===== src/rtl/divider_unit_pkg.sv =====
// divider_pkg: shared types and constants for the iterative RV32M divider.
// Holds the FSM state enum, the iteration count, the counter width and an
// absolute-value helper used when preparing signed operands.
package divider_pkg;

  localparam int DATA_W   = 32;
  localparam int DIV_ITER = 32;
  localparam int CNT_W    = 6;

  typedef enum logic [1:0] {
    IDLE = 2'd0,
    CALC = 2'd1,
    DONE = 2'd2
  } div_state_t;

  // Magnitude of a two's complement value; 0x80000000 maps to 0x80000000.
  function automatic logic [DATA_W-1:0] abs_val(input logic signed [DATA_W-1:0] v);
    logic signed [DATA_W-1:0] neg;
    neg = -v;
    return (v < 0) ? neg : v;
  endfunction

endpackage


===== src/rtl/divider_unit_if.sv =====
// divider_unit_if: request/response bundle between execute stage and divider.
// master = execute stage (issues operations), slave = divider_unit.
interface divider_unit_if;
  import divider_pkg::*;

  logic              start;
  logic [5:0]        alucode;
  logic [DATA_W-1:0] op1;
  logic [DATA_W-1:0] op2;
  logic              busy;
  logic              done;
  logic [DATA_W-1:0] divider_result;

  modport master (
    output start, alucode, op1, op2,
    input  busy, done, divider_result
  );

  modport slave (
    input  start, alucode, op1, op2,
    output busy, done, divider_result
  );

endinterface


===== src/rtl/divider_unit_step.sv =====
// divider_step: one combinational restoring division iteration.
// Shifts the next dividend bit into the partial remainder, trial-subtracts the
// divisor and shifts the resulting quotient bit into the quotient register.
module divider_step
  import divider_pkg::*;
(
  input  logic [DATA_W-1:0] rem_in,
  input  logic [DATA_W-1:0] quo_in,
  input  logic [DATA_W-1:0] divisor,
  output logic [DATA_W-1:0] rem_out,
  output logic [DATA_W-1:0] quo_out
);

  logic [DATA_W:0] shifted;
  logic [DATA_W:0] diff;
  logic            ge;

  // Trial subtraction; a set carry-out bit of the shifted remainder always fits.
  always_comb begin
    shifted = {rem_in, quo_in[DATA_W-1]};
    diff    = shifted - {1'b0, divisor};
    ge      = shifted[DATA_W] | ~diff[DATA_W];
    rem_out = ge ? diff[DATA_W-1:0] : shifted[DATA_W-1:0];
    quo_out = {quo_in[DATA_W-2:0], ge};
  end

endmodule


===== src/rtl/divider_unit.sv =====
// divider_unit: iterative radix-2 restoring divider for DIV/DIVU/REM/REMU.
// 32 iterations in CALC, result registered on entry to DONE.
// Optional feature macro: DIVIDER_FASTPATH_EN -- divide-by-zero and signed
// overflow skip the iterations and complete one cycle after acceptance.
`ifndef ALU_DIV
`define ALU_DIV  6'd33
`endif
`ifndef ALU_DIVU
`define ALU_DIVU 6'd34
`endif
`ifndef ALU_REM
`define ALU_REM  6'd35
`endif
`ifndef ALU_REMU
`define ALU_REMU 6'd36
`endif

module divider_unit
  import divider_pkg::*;
(
  input  logic           clk,
  input  logic           rst,
  divider_unit_if.slave  dif
);

`ifdef DIVIDER_FASTPATH_EN
  localparam bit FASTPATH = 1'b1;
`else
  localparam bit FASTPATH = 1'b0;
`endif

  localparam logic [CNT_W-1:0] CNT_LAST = CNT_W'(DIV_ITER - 1);

  div_state_t state, state_nxt;
  logic [CNT_W-1:0] cnt;
  logic             busy_c, done_c;

  // Request decode (p0)
  logic signed [DATA_W-1:0] op1_p0, op2_p0;
  logic is_div_op_p0, is_signed_p0, is_rem_p0;
  logic div0_p0, ovf_p0, accept_p0, fast_p0;

  // Iteration state (p1)
  logic [2*DATA_W-1:0] rq_p1;
  logic [DATA_W-1:0]   divisor_p1, dividend_p1;
  logic                is_rem_p1, div0_p1, ovf_p1, neg_q_p1, neg_r_p1;
  logic [DATA_W-1:0]   rem_nxt, quo_nxt;

  // Registered result (p2)
  logic [DATA_W-1:0]   result_p2;

  // Fixed results for the architecturally defined corner cases.
  function automatic logic [DATA_W-1:0] saturate_special(
    input logic              is_rem,
    input logic              div0,
    input logic [DATA_W-1:0] dividend
  );
    if (div0) return is_rem ? dividend : {DATA_W{1'b1}};
    return is_rem ? '0 : {1'b1, {(DATA_W-1){1'b0}}};
  endfunction

  // Select quotient or remainder and restore the sign of the signed ops.
  function automatic logic [DATA_W-1:0] apply_sign(
    input logic              is_rem,
    input logic              div0,
    input logic              ovf,
    input logic              neg_q,
    input logic              neg_r,
    input logic [DATA_W-1:0] quo,
    input logic [DATA_W-1:0] rem,
    input logic [DATA_W-1:0] dividend
  );
    if (div0 || ovf) return saturate_special(is_rem, div0, dividend);
    if (is_rem) return neg_r ? (~rem + 1'b1) : rem;
    return neg_q ? (~quo + 1'b1) : quo;
  endfunction

  // Decode the incoming request and flag the corner cases.
  always_comb begin
    op1_p0       = dif.op1;
    op2_p0       = dif.op2;
    is_div_op_p0 = (dif.alucode == `ALU_DIV)  || (dif.alucode == `ALU_DIVU) ||
                   (dif.alucode == `ALU_REM)  || (dif.alucode == `ALU_REMU);
    is_signed_p0 = (dif.alucode == `ALU_DIV)  || (dif.alucode == `ALU_REM);
    is_rem_p0    = (dif.alucode == `ALU_REM)  || (dif.alucode == `ALU_REMU);
    div0_p0      = (dif.op2 == '0);
    ovf_p0       = is_signed_p0 && (dif.op1 == {1'b1, {(DATA_W-1){1'b0}}}) &&
                   (dif.op2 == {DATA_W{1'b1}});
    accept_p0    = (state == IDLE) && dif.start && is_div_op_p0;
    fast_p0      = FASTPATH && (div0_p0 || ovf_p0);
  end

  // State register and iteration counter.
  always_ff @(posedge clk or posedge rst) begin
    if (rst) begin
      state <= IDLE;
      cnt   <= '0;
    end else begin
      state <= state_nxt;
      if (accept_p0)
        cnt <= '0;
      else if (state == CALC)
        cnt <= (cnt == CNT_LAST) ? '0 : cnt + 1'b1;
    end
  end

  // Next-state and status outputs.
  always_comb begin
    state_nxt = state;
    busy_c    = 1'b0;
    done_c    = 1'b0;
    case (state)
      IDLE: begin
        if (accept_p0) state_nxt = fast_p0 ? DONE : CALC;
      end
      CALC: begin
        busy_c = 1'b1;
        if (cnt == CNT_LAST) state_nxt = DONE;
      end
      DONE: begin
        done_c    = 1'b1;
        state_nxt = IDLE;
      end
      default: state_nxt = IDLE;
    endcase
  end

  assign dif.busy           = busy_c;
  assign dif.done           = done_c;
  assign dif.divider_result = result_p2;

  divider_step u_step (
    .rem_in  (rq_p1[2*DATA_W-1:DATA_W]),
    .quo_in  (rq_p1[DATA_W-1:0]),
    .divisor (divisor_p1),
    .rem_out (rem_nxt),
    .quo_out (quo_nxt)
  );

  // ---- p0 -> p1: latch magnitudes and sign fix-ups, then iterate ----
  always_ff @(posedge clk) begin
    if (accept_p0) begin
      rq_p1       <= {{DATA_W{1'b0}}, is_signed_p0 ? abs_val(op1_p0) : dif.op1};
      divisor_p1  <= is_signed_p0 ? abs_val(op2_p0) : dif.op2;
      dividend_p1 <= dif.op1;
      is_rem_p1   <= is_rem_p0;
      div0_p1     <= div0_p0;
      ovf_p1      <= ovf_p0;
      neg_q_p1    <= is_signed_p0 && (op1_p0[DATA_W-1] ^ op2_p0[DATA_W-1]) && !div0_p0;
      neg_r_p1    <= is_signed_p0 && op1_p0[DATA_W-1];
    end else if (state == CALC) begin
      rq_p1 <= {rem_nxt, quo_nxt};
    end
  end

  // ---- p1 -> p2: result register, written only on entry to DONE ----
  always_ff @(posedge clk or posedge rst) begin
    if (rst)
      result_p2 <= '0;
    else if ((state == CALC) && (cnt == CNT_LAST))
      result_p2 <= apply_sign(is_rem_p1, div0_p1, ovf_p1, neg_q_p1, neg_r_p1,
                              quo_nxt, rem_nxt, dividend_p1);
    else if (accept_p0 && fast_p0)
      result_p2 <= saturate_special(is_rem_p0, div0_p0, dif.op1);
  end

endmodule


===== src/flat_wrapper.sv =====
// flat-port wrapper written by rule: the top's interface ports become plain ports
module divider_unit_flat import divider_pkg::*;
  (clk, rst, dif_start, dif_alucode, dif_op1, dif_op2, dif_busy, dif_done, dif_divider_result);
  divider_unit_if dif_i ();
  input  logic clk;
  input  logic rst;
  input wire logic [$bits(dif_i.start)-1:0] dif_start;
  input wire logic [$bits(dif_i.alucode)-1:0] dif_alucode;
  input wire logic [$bits(dif_i.op1)-1:0] dif_op1;
  input wire logic [$bits(dif_i.op2)-1:0] dif_op2;
  output wire logic [$bits(dif_i.busy)-1:0] dif_busy;
  output wire logic [$bits(dif_i.done)-1:0] dif_done;
  output wire logic [$bits(dif_i.divider_result)-1:0] dif_divider_result;
  assign dif_i.start = dif_start;
  assign dif_i.alucode = dif_alucode;
  assign dif_i.op1 = dif_op1;
  assign dif_i.op2 = dif_op2;
  assign dif_busy = dif_i.busy;
  assign dif_done = dif_i.done;
  assign dif_divider_result = dif_i.divider_result;
  divider_unit u_core (.clk(clk), .rst(rst), .dif(dif_i));
endmodule

===== config.mk =====
export PLATFORM = sky130hd
export DESIGN_NAME = divider_unit_flat
export DESIGN_NICKNAME = d
export VERILOG_FILES = /design/src/rtl/divider_unit_pkg.sv /design/src/rtl/divider_unit_if.sv /design/src/rtl/divider_unit_step.sv /design/src/rtl/divider_unit.sv /design/src/flat_wrapper.sv
export SDC_FILE = /design/constraint.sdc
export NUM_CORES = 1
export LEC_CHECK = 0
export CORE_UTILIZATION = 40
export DETAILED_ROUTE_END_ITERATION = 7
export PLACE_DENSITY = 0.66
export SKIP_CTS_REPAIR_TIMING = 1
export SYNTH_ARGS = -nofsm -noshare
export SYNTH_HDL_FRONTEND = slang
export SYNTH_HIERARCHICAL = 1
export SYNTH_SLANG_ARGS = --single-unit

===== constraint.sdc =====
create_clock -name clk -period 8 [get_ports clk]
set_input_delay 1.6 -clock clk [delete_from_list [all_inputs] [get_ports clk]]
set_output_delay 1.6 -clock clk [all_outputs]
set_load 0.005 [all_outputs]

**Word level (Yosys, flattened, before mapping)**

Cells that the tools add are included.

- Eq/ne operators: 11
- Bitwise logic cells: 5
- Muxes and demuxes: 33
- Order comparisons: 2
- Reductions and logical operators: 19
- Add/sub/neg operators: 6

Operators with widths:

| operator | count |
|---|---|
| $mux 32 | 17 |
| $add 32x1->32 const B | 2 |
| $eq 32x32->1 const B | 2 |
| $lt 32x1->1 const B | 2 |
| $neg 32->32 | 2 |
| $not 32->32 | 2 |
| $sub 33x32->33 | 1 |
| $logic_not 32->1 | 1 |
| $eq 6x6->1 const B | 4 |
| $mux 6 | 3 |
| $mux 1 | 10 |
| $logic_and 1x1->1 | 8 |
| $add 6x1->6 const B | 1 |
| $eq 6x5->1 const B | 1 |
| $logic_or 1x1->1 | 6 |
| $mux 2 | 2 |
| $pmux 2 s2 | 1 |
| $eq 2x1->1 const B | 1 |
| $eq 2x2->1 const B | 1 |
| $logic_not 2->1 | 1 |
| $ne 2x1->1 const B | 1 |
| $ne 2x2->1 const B | 1 |
| $reduce_and 2->1 | 1 |
| $reduce_bool 2->1 | 1 |
| other kinds (4) | 4 |

- Logic and storage cells: 88
- Input port bits: 73
- Register bits: 173
- Output and inout bits: 34

**Depth between registers and ports, before layout**

Gate-level depths: netlist (run 1).

- Depth after elaboration: 10
- Mapped depth: 21
- Gate-level depth less buffers: 19

**By module**

Netlist (run 1), hierarchy kept.

By module, submodules not included:

| module | cells each | area an instance (µm²) | times used | seq. area each (µm²) |
|---|---|---|---|---|
| divider_unit | 1007 | 9536.6 | 1 | 4674.5 |
| divider_step | 371 | 2499.9 | 1 | 0.0 |

**Worst setup path before layout (run 1)**

OpenSTA, ideal clock, no wires.

- Path kind: input port to flip-flop
- Start: input port dif_alucode[3]
- End: register u_core.div0_p1, enable pin
- Slack: 2883 ps
- Arrival: 4656 ps
- Cell stages on the path: 5
- Buffers on the path: 2
- Library setup time: 460 ps
- Cell sequence: nor3b_1 > nand3_1 > nor2_1 > clkbuf_1 > clkbuf_1

- Longest elaborated chain between the ends: 5
- Elaborated cells between the ends (all ways): 8
- Classes of those cells: 4 x eq/ne; 4 x reduce/logical

RTL lines:

| what | line | RTL |
|---|---|---|
| start, declared | flat_wrapper.sv:8 | `input wire logic [$bits(dif_i.alucode)-1:0] dif_alucode;` |
| $eq 6x6->1 (no line) | n/a |  |
| $logic_or 1x1->1 (2 in series) | divider_unit.sv:82 | `` is_div_op_p0 = (dif.alucode == `ALU_DIV) \|\| (dif.alucode == `ALU_DIVU) \|\| `` |
| $logic_or 1x1->1 (*) | divider_unit.sv:82 |  |
| $logic_and 1x1->1 (*) | divider_unit.sv:89 | `accept_p0 = (state == IDLE) && dif.start && is_div_op_p0;` |
| via u_core.accept_p0 | divider_unit.sv:41 | `logic div0_p0, ovf_p0, accept_p0, fast_p0;` |
| end signal, assigned | divider_unit.sv:147 | `div0_p1 <= div0_p0;` |
| end, declared | divider_unit.sv:46 | `logic is_rem_p1, div0_p1, ovf_p1, neg_q_p1, neg_r_p1;` |

The timed path passes the listed nets; every way through them passes the cells marked *.
A chain may end at the register's enable or synchronous reset.

**Worst setup path after layout (run 1)**

- Start: register u_core.rq_p1[31]
- End: register u_core.result_p2[26], in the netlist u_core/dif.divider_result[26]

- Longest elaborated chain between the ends: 10
- Elaborated cells between the ends (all ways): 13
- Classes of those cells: 3 x add/sub; 6 x mux; 4 x bitwise

RTL lines:

| what | line | RTL |
|---|---|---|
| start, declared | divider_unit.sv:44 | `logic [2*DATA_W-1:0] rq_p1;` |
| start signal, assigned | divider_unit.sv:143 | `rq_p1 <= {{DATA_W{1'b0}}, is_signed_p0 ? abs_val(op1_p0) : dif.op1};` |
| start signal, assigned | divider_unit.sv:152 | `rq_p1 <= {rem_nxt, quo_nxt};` |
| $sub 33x32->33 | divider_unit_step.sv:21 | `diff = shifted - {1'b0, divisor};` |
| $not 1->1 | divider_unit_step.sv:22 | `ge = shifted[DATA_W] \| ~diff[DATA_W];` |
| $or 1x1->1 | divider_unit_step.sv:22 |  |
| via u_core.quo_nxt[0] | divider_unit.sv:47 | `logic [DATA_W-1:0] rem_nxt, quo_nxt;` |
| $mux 32 | divider_unit_step.sv:23 | `rem_out = ge ? diff[DATA_W-1:0] : shifted[DATA_W-1:0];` |
| via u_core.rem_nxt[8] | divider_unit.sv:47 |  |
| $not 32->32 | divider_unit.sv:74 | `if (is_rem) return neg_r ? (~rem + 1'b1) : rem;` |
| $add 32x1->32 | divider_unit.sv:74 |  |
| $mux 32 (2 in series) | divider_unit.sv:74 |  |
| $mux 32 | divider_unit.sv:75 | `return neg_q ? (~quo + 1'b1) : quo;` |
| $mux 32 | divider_unit.sv:74 |  |
| end signal, assigned | divider_unit.sv:161 | `result_p2 <= apply_sign(is_rem_p1, div0_p1, ovf_p1, neg_q_p1, neg_r_p1,` |
| end signal, assigned | divider_unit.sv:164 | `result_p2 <= saturate_special(is_rem_p0, div0_p0, dif.op1);` |
| end, declared | divider_unit.sv:50 | `logic [DATA_W-1:0] result_p2;` |

The timed path passes the listed nets, and every way through them passes these cells.

==> metrics.md, run 1 <==
| Metric | Value |
|---|---|
| Status | `finished, final reports clean` |
| Nets | `1524` |
| Worst setup EP type | `flip-flop` |
| CP top delay family | `compound AO/OA/AOI/OAI gates` |
| Post-synth EDFFs | `101` |
| Max Cap Viol | `0` |
| Met1 usage | `0.3200` |
| Met2 GRT Util | `0.3727` |
| Stages on worst setup path | `17` |
| Crit path largest cell delay | `0.57 ns` |
| Die height | `175.5 um` |
| Max Slew Vio Count | `0` |
| Fill cells | `2885` |
| Syn Inst Count | `~1400` |
| Worst slew pin tran | `1.074 ns` |
| Final WL | `35120 um` |
| Largest net degree at the start of global routing | `roughly 170` |
| YS warnings | `6` |
| Multi-input logic area | `6591 sq um` |
| Mapped cell area | `~12000 sq um` |
| GP Congestion | `about 0.93` |
| Area leader, netlist | `edfxtp_1` |
| Clock buffer depth | `2` |
| Dpl hpwl | `around 26000 um` |
| Worst Reg2Reg Path Length in Cells | `17` |
| CP max stage cell | `or4_4` |
| Sink Count | `~170` |
| Final setup fails | `0` |
| Leading post-synthesis cells by cell area | `edfxtp_1, dfrtp_1, a21oi_1` |
| Buffers and inverters on the worst path | `2` |
| Share of layout cells above drive strength 1 | `0.05825` |
| Worst hold stages | `2` |
| Die footprint | `30790 sq um` |
| Cell row count | `63` |
| Synthesized area per cell | `8.735 sq um` |
| Hold_ws | `between 0.4 and 0.5 ns` |
| RSZ-0062 raised after global routing | `no` |
| Vias per cell | `5.841` |
| N_diodes | `0` |
| DRC violations left | `0` |
| Overall Global Routing Usage | `0.2333` |
| Hold Path Origin | `u_core/rq_p1[63]` |
| Crit path kind | `flip-flop to flip-flop` |
| Die Wd | `175.5 um` |
| Tmin final | `5.591 ns` |
| Register area | `~4700 sq um` |
| R2R Path Start | `u_core/rq_p1[31]` |
| TritonCTS clock tree | `built` |
| IO Pins | `107` |
| Total negative setup slack | `0 ns` |
| Layout area overhead | `14.17%` |
| PortBufs | `around 110` |
| Lkg Pwr | `5.185 nW` |
| Initial antenna violation count | `0` |
| GRT Max-Usage Layer | `met2` |
| #FFs+latches synth | `between 150 and 200` |
| Pwr Density | `282.9 nW/um^2` |
| Crit path DAT | `a little under 6 ns` |
| H-tree Lvls | `4` |
| Worst path most repeated cell | `or4_4` |
| Unique masters post-synth | `81` |
| CP startpoint | `u_core/rq_p1[31]` |
| Commonest cells post-synth | `nand2_1, nor2_1, a21oi_1, edfxtp_1, o21ai_0` |
| DR vias | `10601` |
| Drt initial violations | `1022` |
| First-pass GRT wire length | `56170 um` |
| TritonCTS buffer count | `17` |
| Detailed-route wire length per cell | `19.35 um` |
| GRT overflow | `0` |
| CP startpoint kind | `flip-flop` |
| Syn_nets | `1490` |
| Area share of the largest cell type after synthesis | `0.2520` |
| Sequential share of the synthesized area | `0.3884` |
| Core Region | `around 30000 sq um` |
| Rel. slew slack | `0.2833` |
| Vias in the first global route | `between 9000 and 10000` |
| Most common cell in the synthesized netlist | `nand2_1` |
| Global Route met3 Usage | `0.03918` |
| Crit-path cells | `inv_1, ha_1, fa_1, nand2b_1, a21oi_1, o311ai_2, a211oi_2, nor3b_2, o31ai_4, buf_4, mux2_4, or4_4, or4_4, or2_4, o41ai_4, xor2_1, o221ai_1` |
| Clk pin slew, worst setup/hold paths | `0.07 ns` |
| VDD IR max | `approximately 0.17 mV` |
| Worst EP required | `8.29 ns` |
| Maximum achievable frequency | `178.9 MHz` |
| Final cycle utilization of the critical path | `0.6988` |
| Hold Crit Class | `flip-flop to flip-flop` |
| Max FO, Critical Path | `28` |
| Endpoints failing hold | `0` |
| Clock Tree Root | `clkbuf_16` |
| Final clock skew | `around 0.013 ns` |
| Synth async-reset ratio | `0.2312` |
| Ys flop type | `edfxtp_1` |
| Initial core utilization | `0.4061` |
| 1st-pass router iterations | `5` |
| Clk_lat worst skew | `0.44 ns` |
| DRT antenna net count | `0` |
[per-layer routing]
| layer | part of all wire | wire length, um |
|---|---|---|
| met5 | 0 | 0 |
| met2 | 0.47 | 16430 |
| met1 | 0.44 | 15590 |
| met4 | 0.025 | 867 |
| met3 | 0.064 | 2236 |
[metrics by stage]
step                power [W]  std cells    util  instance area (sq um)  setup WS (ns)
finish               0.003887       1815  0.4637                  13740          2.409
global route         0.004127       1815  0.4637                  13740          2.048
CTS                  0.003870       1815  0.4637                  13740          2.438
detailed placement   0.003022       1783  0.4437                  13150          2.450
global placement     0.002999       1783  0.4437                  13150          2.570
floorplan            0.002593       1378       -                  12040          2.883
[cell type report]
| class | count | share of cell area |
|---|---|---|
| clock buffers | 17 | 0.03096 |
| clock inverters | 15 | 0.01211 |
| inverters | 62 | 0.01694 |
| multi-input cells | 1040 | 0.4797 |
| flip-flops and latches | 173 | 0.3402 |
| well taps | 390 | 0.03551 |
| repair buffers | 118 | 0.08468 |
[power by group]
| part | internal (W) | leakage [nW] | switching, W |
|---|---|---|---|
| Sequential | 0.00108 | 1.67 | 0.000134 |
| Combinational | 0.000697 | 3.23 | 0.00113 |
| Clock | 0.000423 | 0.293 | 0.000421 |
| Total | 0.00220 | 5.19 | 0.00169 |
[worst paths after layout]
check	to	slack (ns)
max	u_core/dif.divider_result[26]	2.41
min	u_core/rq_p1[63]	0.49
max reg2reg	u_core/dif.divider_result[26]	2.41
min reg2reg	u_core/rq_p1[63]	0.49
max in group asynchronous	u_core/cnt[0]	5.71
min in group asynchronous	u_core/dif.divider_result[13]	1.68
[worst min-delay path, stage by stage (launching register included)]
cell     delay, ns
dfxtp_1       0.32
nand2_1       0.05
a21oi_1       0.06
[registers in the layout, indices dropped and copies added (netlist names)]
signal                     count
u_core/cnt                     6
u_core/dif.divider_result     32
u_core/div0_p1                 1
u_core/dividend_p1            32
u_core/divisor_p1             32
u_core/is_rem_p1               1
u_core/neg_q_p1                1
u_core/neg_r_p1                1
u_core/ovf_p1                  1
u_core/rq_p1                  64
u_core/state                   2
[layout by cell type, fill, tap and decap left out, types with 8 or more instances in the layout]
master,count
a31oi_1,16
nand4_1,24
or4_1,10
edfxtp_1,101
o41ai_1,17
ha_1,38
buf_4,11
o221ai_1,11
o31ai_1,28
or3_1,27
xor2_1,67
nor4_1,15
o21ai_0,101
xnor2_1,70
clkdlybuf4s50_1,106
nand2_1,144
dfrtp_1,40
dfxtp_1,32
nand2b_1,17
nor2_1,132
a21oi_1,128
clkbuf_16,17
nand3_1,15
inv_1,60
a21o_1,24
nor3_1,19
inv_8,8
[cells by family (layout without fill, tap and decap cells)]
family	after synthesis	in the layout	synth area share
xor+xnor	137	137	0.09969
simple gates	454	454	0.1808
flops	173	173	0.3884
fa+ha+maj	39	39	0.04116
mux	16	16	0.01590
buf+inv	165	212	0.06466
compound gates	394	394	0.2095
No activity file was read; power rests on OpenSTA's default activity.
==> inputs of run 2 (changes only) <==
clock period = 5.5 ns   (was 8 ns; I/O delays follow)
==> metrics.md, run 2 (same netlist as run 1, synthesis figures left out) <==
| Metric | Value |
|---|---|
| Sw Share | `0.4159 (-0.01761)` |
| Die height | `175.5 um (unchanged)` |
| DR vias | `10651 (+0.47%)` |
| Initial antenna violation count | `0 (unchanged)` |
| Max Slew Vio Count | `0 (unchanged)` |
| Combinational cell fraction of total power | `0.476 (+0.006)` |
| Largest reg by FF count | `u_core/rq_p1` |
| Final cycle utilization of the critical path | `0.9487 (+0.2499)` |
| Max FO, Critical Path | `26 (-7.1%)` |
| VDD IR max | `0.2315 mV (+32%)` |
| Hold Crit Class | `flip-flop to flip-flop` |
| Cell row count | `63 (unchanged)` |
| Clk pwr share | `0.223 (+0.006)` |
| Place WS | `0.1830 ns (-2.267 ns)` |
| Rel. slew slack | `0.3223 (+0.03907)` |
| Internal power | `0.003431 W (+56%)` |
| Final clock skew | `0.01149 ns (-0.001943 ns)` |
| GRT overflow | `0 (unchanged)` |
| Die footprint | `30790 sq um (unchanged)` |
| Clock buffer depth | `2 (unchanged)` |
| Commonest non-fill, non-tap cells in the layout | `nand2_1, nor2_1, a21oi_1` |
| H-tree Lvls | `4 (unchanged)` |
| Clock Tree Root | `clkbuf_16` |
| Sw Pwr | `0.002443 W (+45%)` |
| Final setup fails | `0 (unchanged)` |
| Hold_ws | `0.4785 ns (-0.01272 ns)` |
| First-pass GRT wire length | `55590 um (-1.0%)` |
| Final WS setup | `0.2821 ns (-2.127 ns)` |
| Tmin final | `5.218 ns (-0.3727 ns)` |
| Max Cap Viol | `0 (unchanged)` |
| Dpl hpwl | `26130 um (+0.57%)` |
| Largest net degree at the start of global routing | `166 (-0.60%)` |
| Vias per cell | `5.823 (-0.30%)` |
| Clk pin slew, worst setup/hold paths | `0.07 ns (about the same)` |
| Worst slew pin tran | `1.016 ns (-0.05742 ns)` |
| Drt initial violations | `931 (-8.9%)` |
| N_diodes | `0 (unchanged)` |
| PortBufs | `106 (unchanged)` |
| Crit path kind | `flip-flop to flip-flop` |
| Core Region | `29640 sq um (unchanged)` |
| Overall Global Routing Usage | `0.2304 (-0.002903)` |
| IO Pins | `107 (unchanged)` |
| Worst EP required | `5.79 ns (-2.50 ns)` |
| Flop pwr share | `0.301 (-0.012)` |
| Sink Count | `173 (unchanged)` |
| Lkg Pwr | `5.269 nW (+1.6%)` |
| 1st-pass router iterations | `5 (unchanged)` |
| TritonCTS clock tree | `built` |
| TritonCTS buffer count | `17 (unchanged)` |
| DRC violations left | `0 (unchanged)` |
| Max reg flops | `64 (unchanged)` |
| Clk_lat worst skew | `0.44 ns (about the same)` |
| Crit path DAT | `5.51 ns (-0.37 ns)` |
| Nets | `1538 (+0.92%)` |
| Die Wd | `175.5 um (unchanged)` |
| Fin util | `0.4692 (+0.005573)` |
| Most common cell after layout, fill and taps aside | `nand2_1` |
| Final WL | `34820 um (-0.86%)` |
| CP startpoint kind | `flip-flop` |
| Initial core utilization | `0.4061 (unchanged)` |
| DRT antenna net count | `0 (unchanged)` |
| Pwr Density | `422.4 nW/um^2 (+49%)` |
| RSZ-0062 raised after global routing | `no` |
| Total negative setup slack | `0 ns (unchanged)` |
| GP Congestion | `0.9128 (-2.1%)` |
| R2R Path Start | `u_core/rq_p1[31]` |
| Detailed-route wire length per cell | `19.04 um (-1.6%)` |
| Layout area overhead | `15.54%` |
| Maximum achievable frequency | `191.6 MHz (+7.1%)` |
| Endpoints failing hold | `0 (unchanged)` |
| Status | `finished, final reports clean` |
| CP startpoint | `u_core/rq_p1[31]` |
| Hold Path Origin | `u_core/rq_p1[63]` |
| Share of layout cells above drive strength 1 | `0.06741 (+0.009162)` |
| Vias in the first global route | `10258 (+2.6%)` |
| Worst setup EP type | `flip-flop` |
[run 2: changes by cell type in the layout (fill, tap and decap cells not counted)]
cell | previous run | this run
buf_4 | 11 | 23
bufinv_16 | 0 | 3
buf_12 | 1 | 3
inv_6 | 1 | 4
clkinvlp_4 | 0 | 3
clkinv_8 | 2 | 0
inv_8 | 8 | 4
clkinv_4 | 4 | 1
[run 2: critical path, stage by stage, from the launching register on]
cell,delay (ns)
edfxtp_1,0.35
inv_1,0.05
ha_1,0.21
fa_1,0.40
nand2b_1,0.18
a21oi_1,0.22
o311ai_2,0.18
a211oi_2,0.39
nor3b_2,0.13
o31ai_4,0.24
buf_12,0.16
buf_12,0.16
mux2_4,0.35
or4_4,0.53
or4_4,0.57
or2_4,0.30
o41ai_4,0.33
xor2_1,0.17
o221ai_1,0.13
[run 2: power groups by stage]
| stage | registers (W) | logic [W] | clock network (W) |
|---|---|---|---|
| 5_1_grt | 0.00179 | 0.00306 | 0.00138 |
| 4_1_cts | 0.00177 | 0.00272 | 0.00133 |
| 6_report | 0.00177 | 0.00279 | 0.00131 |
| 3_3_place_gp | 0.00179 | 0.00268 | 0 |
| 2_1_floorplan | 0.00168 | 0.00209 | 0 |
| 3_5_place_dp | 0.00179 | 0.00270 | 0 |
[run 2: worst paths after layout]
path / end / slack (ns) / cells past startpoint
hold reg to reg: u_core/rq_p1[63] / 0.48 / 2
max in group asynchronous: u_core/dif.divider_result[30] / 3.73 / 2
setup / recovery: u_core/dif.divider_result[26] / 0.28 / 18
hold / removal: u_core/rq_p1[63] / 0.48 / 2
min in group asynchronous: u_core/dif.divider_result[13] / 1.18 / 2
setup reg to reg: u_core/dif.divider_result[26] / 0.28 / 18
[run 2: final cells by class]
| cell class | instances | area [sq um] |
|---|---|---|
| multi-input cells | 1040 | 6591 |
| flip-flops and latches | 173 | 4674 |
| fillers | 2930 | 15730 |
| repair buffers | 132 | 1294 |
| well taps | 390 | 488.0 |
| inverters | 62 | 232.7 |
| clock buffers | 17 | 425.4 |
| clock inverters | 15 | 201.4 |
[run 2: layer usage]
metal | share of wire | track usage
met1 | 0.44 | 0.3119
met2 | 0.46 | 0.3677
met3 | 0.071 | 0.04199
met4 | 0.028 | 0.08116
met5 | 0 | 0
[run 2: stage by stage]
step,total power [W],instances,area (sq um)
2_1_floorplan,0.003771,1378,12040
3_3_place_gp,0.004467,1795,13250
3_5_place_dp,0.004491,1795,13250
4_1_cts,0.005819,1827,13880
5_1_grt,0.006239,1829,13910
6_report,0.005874,1829,13910
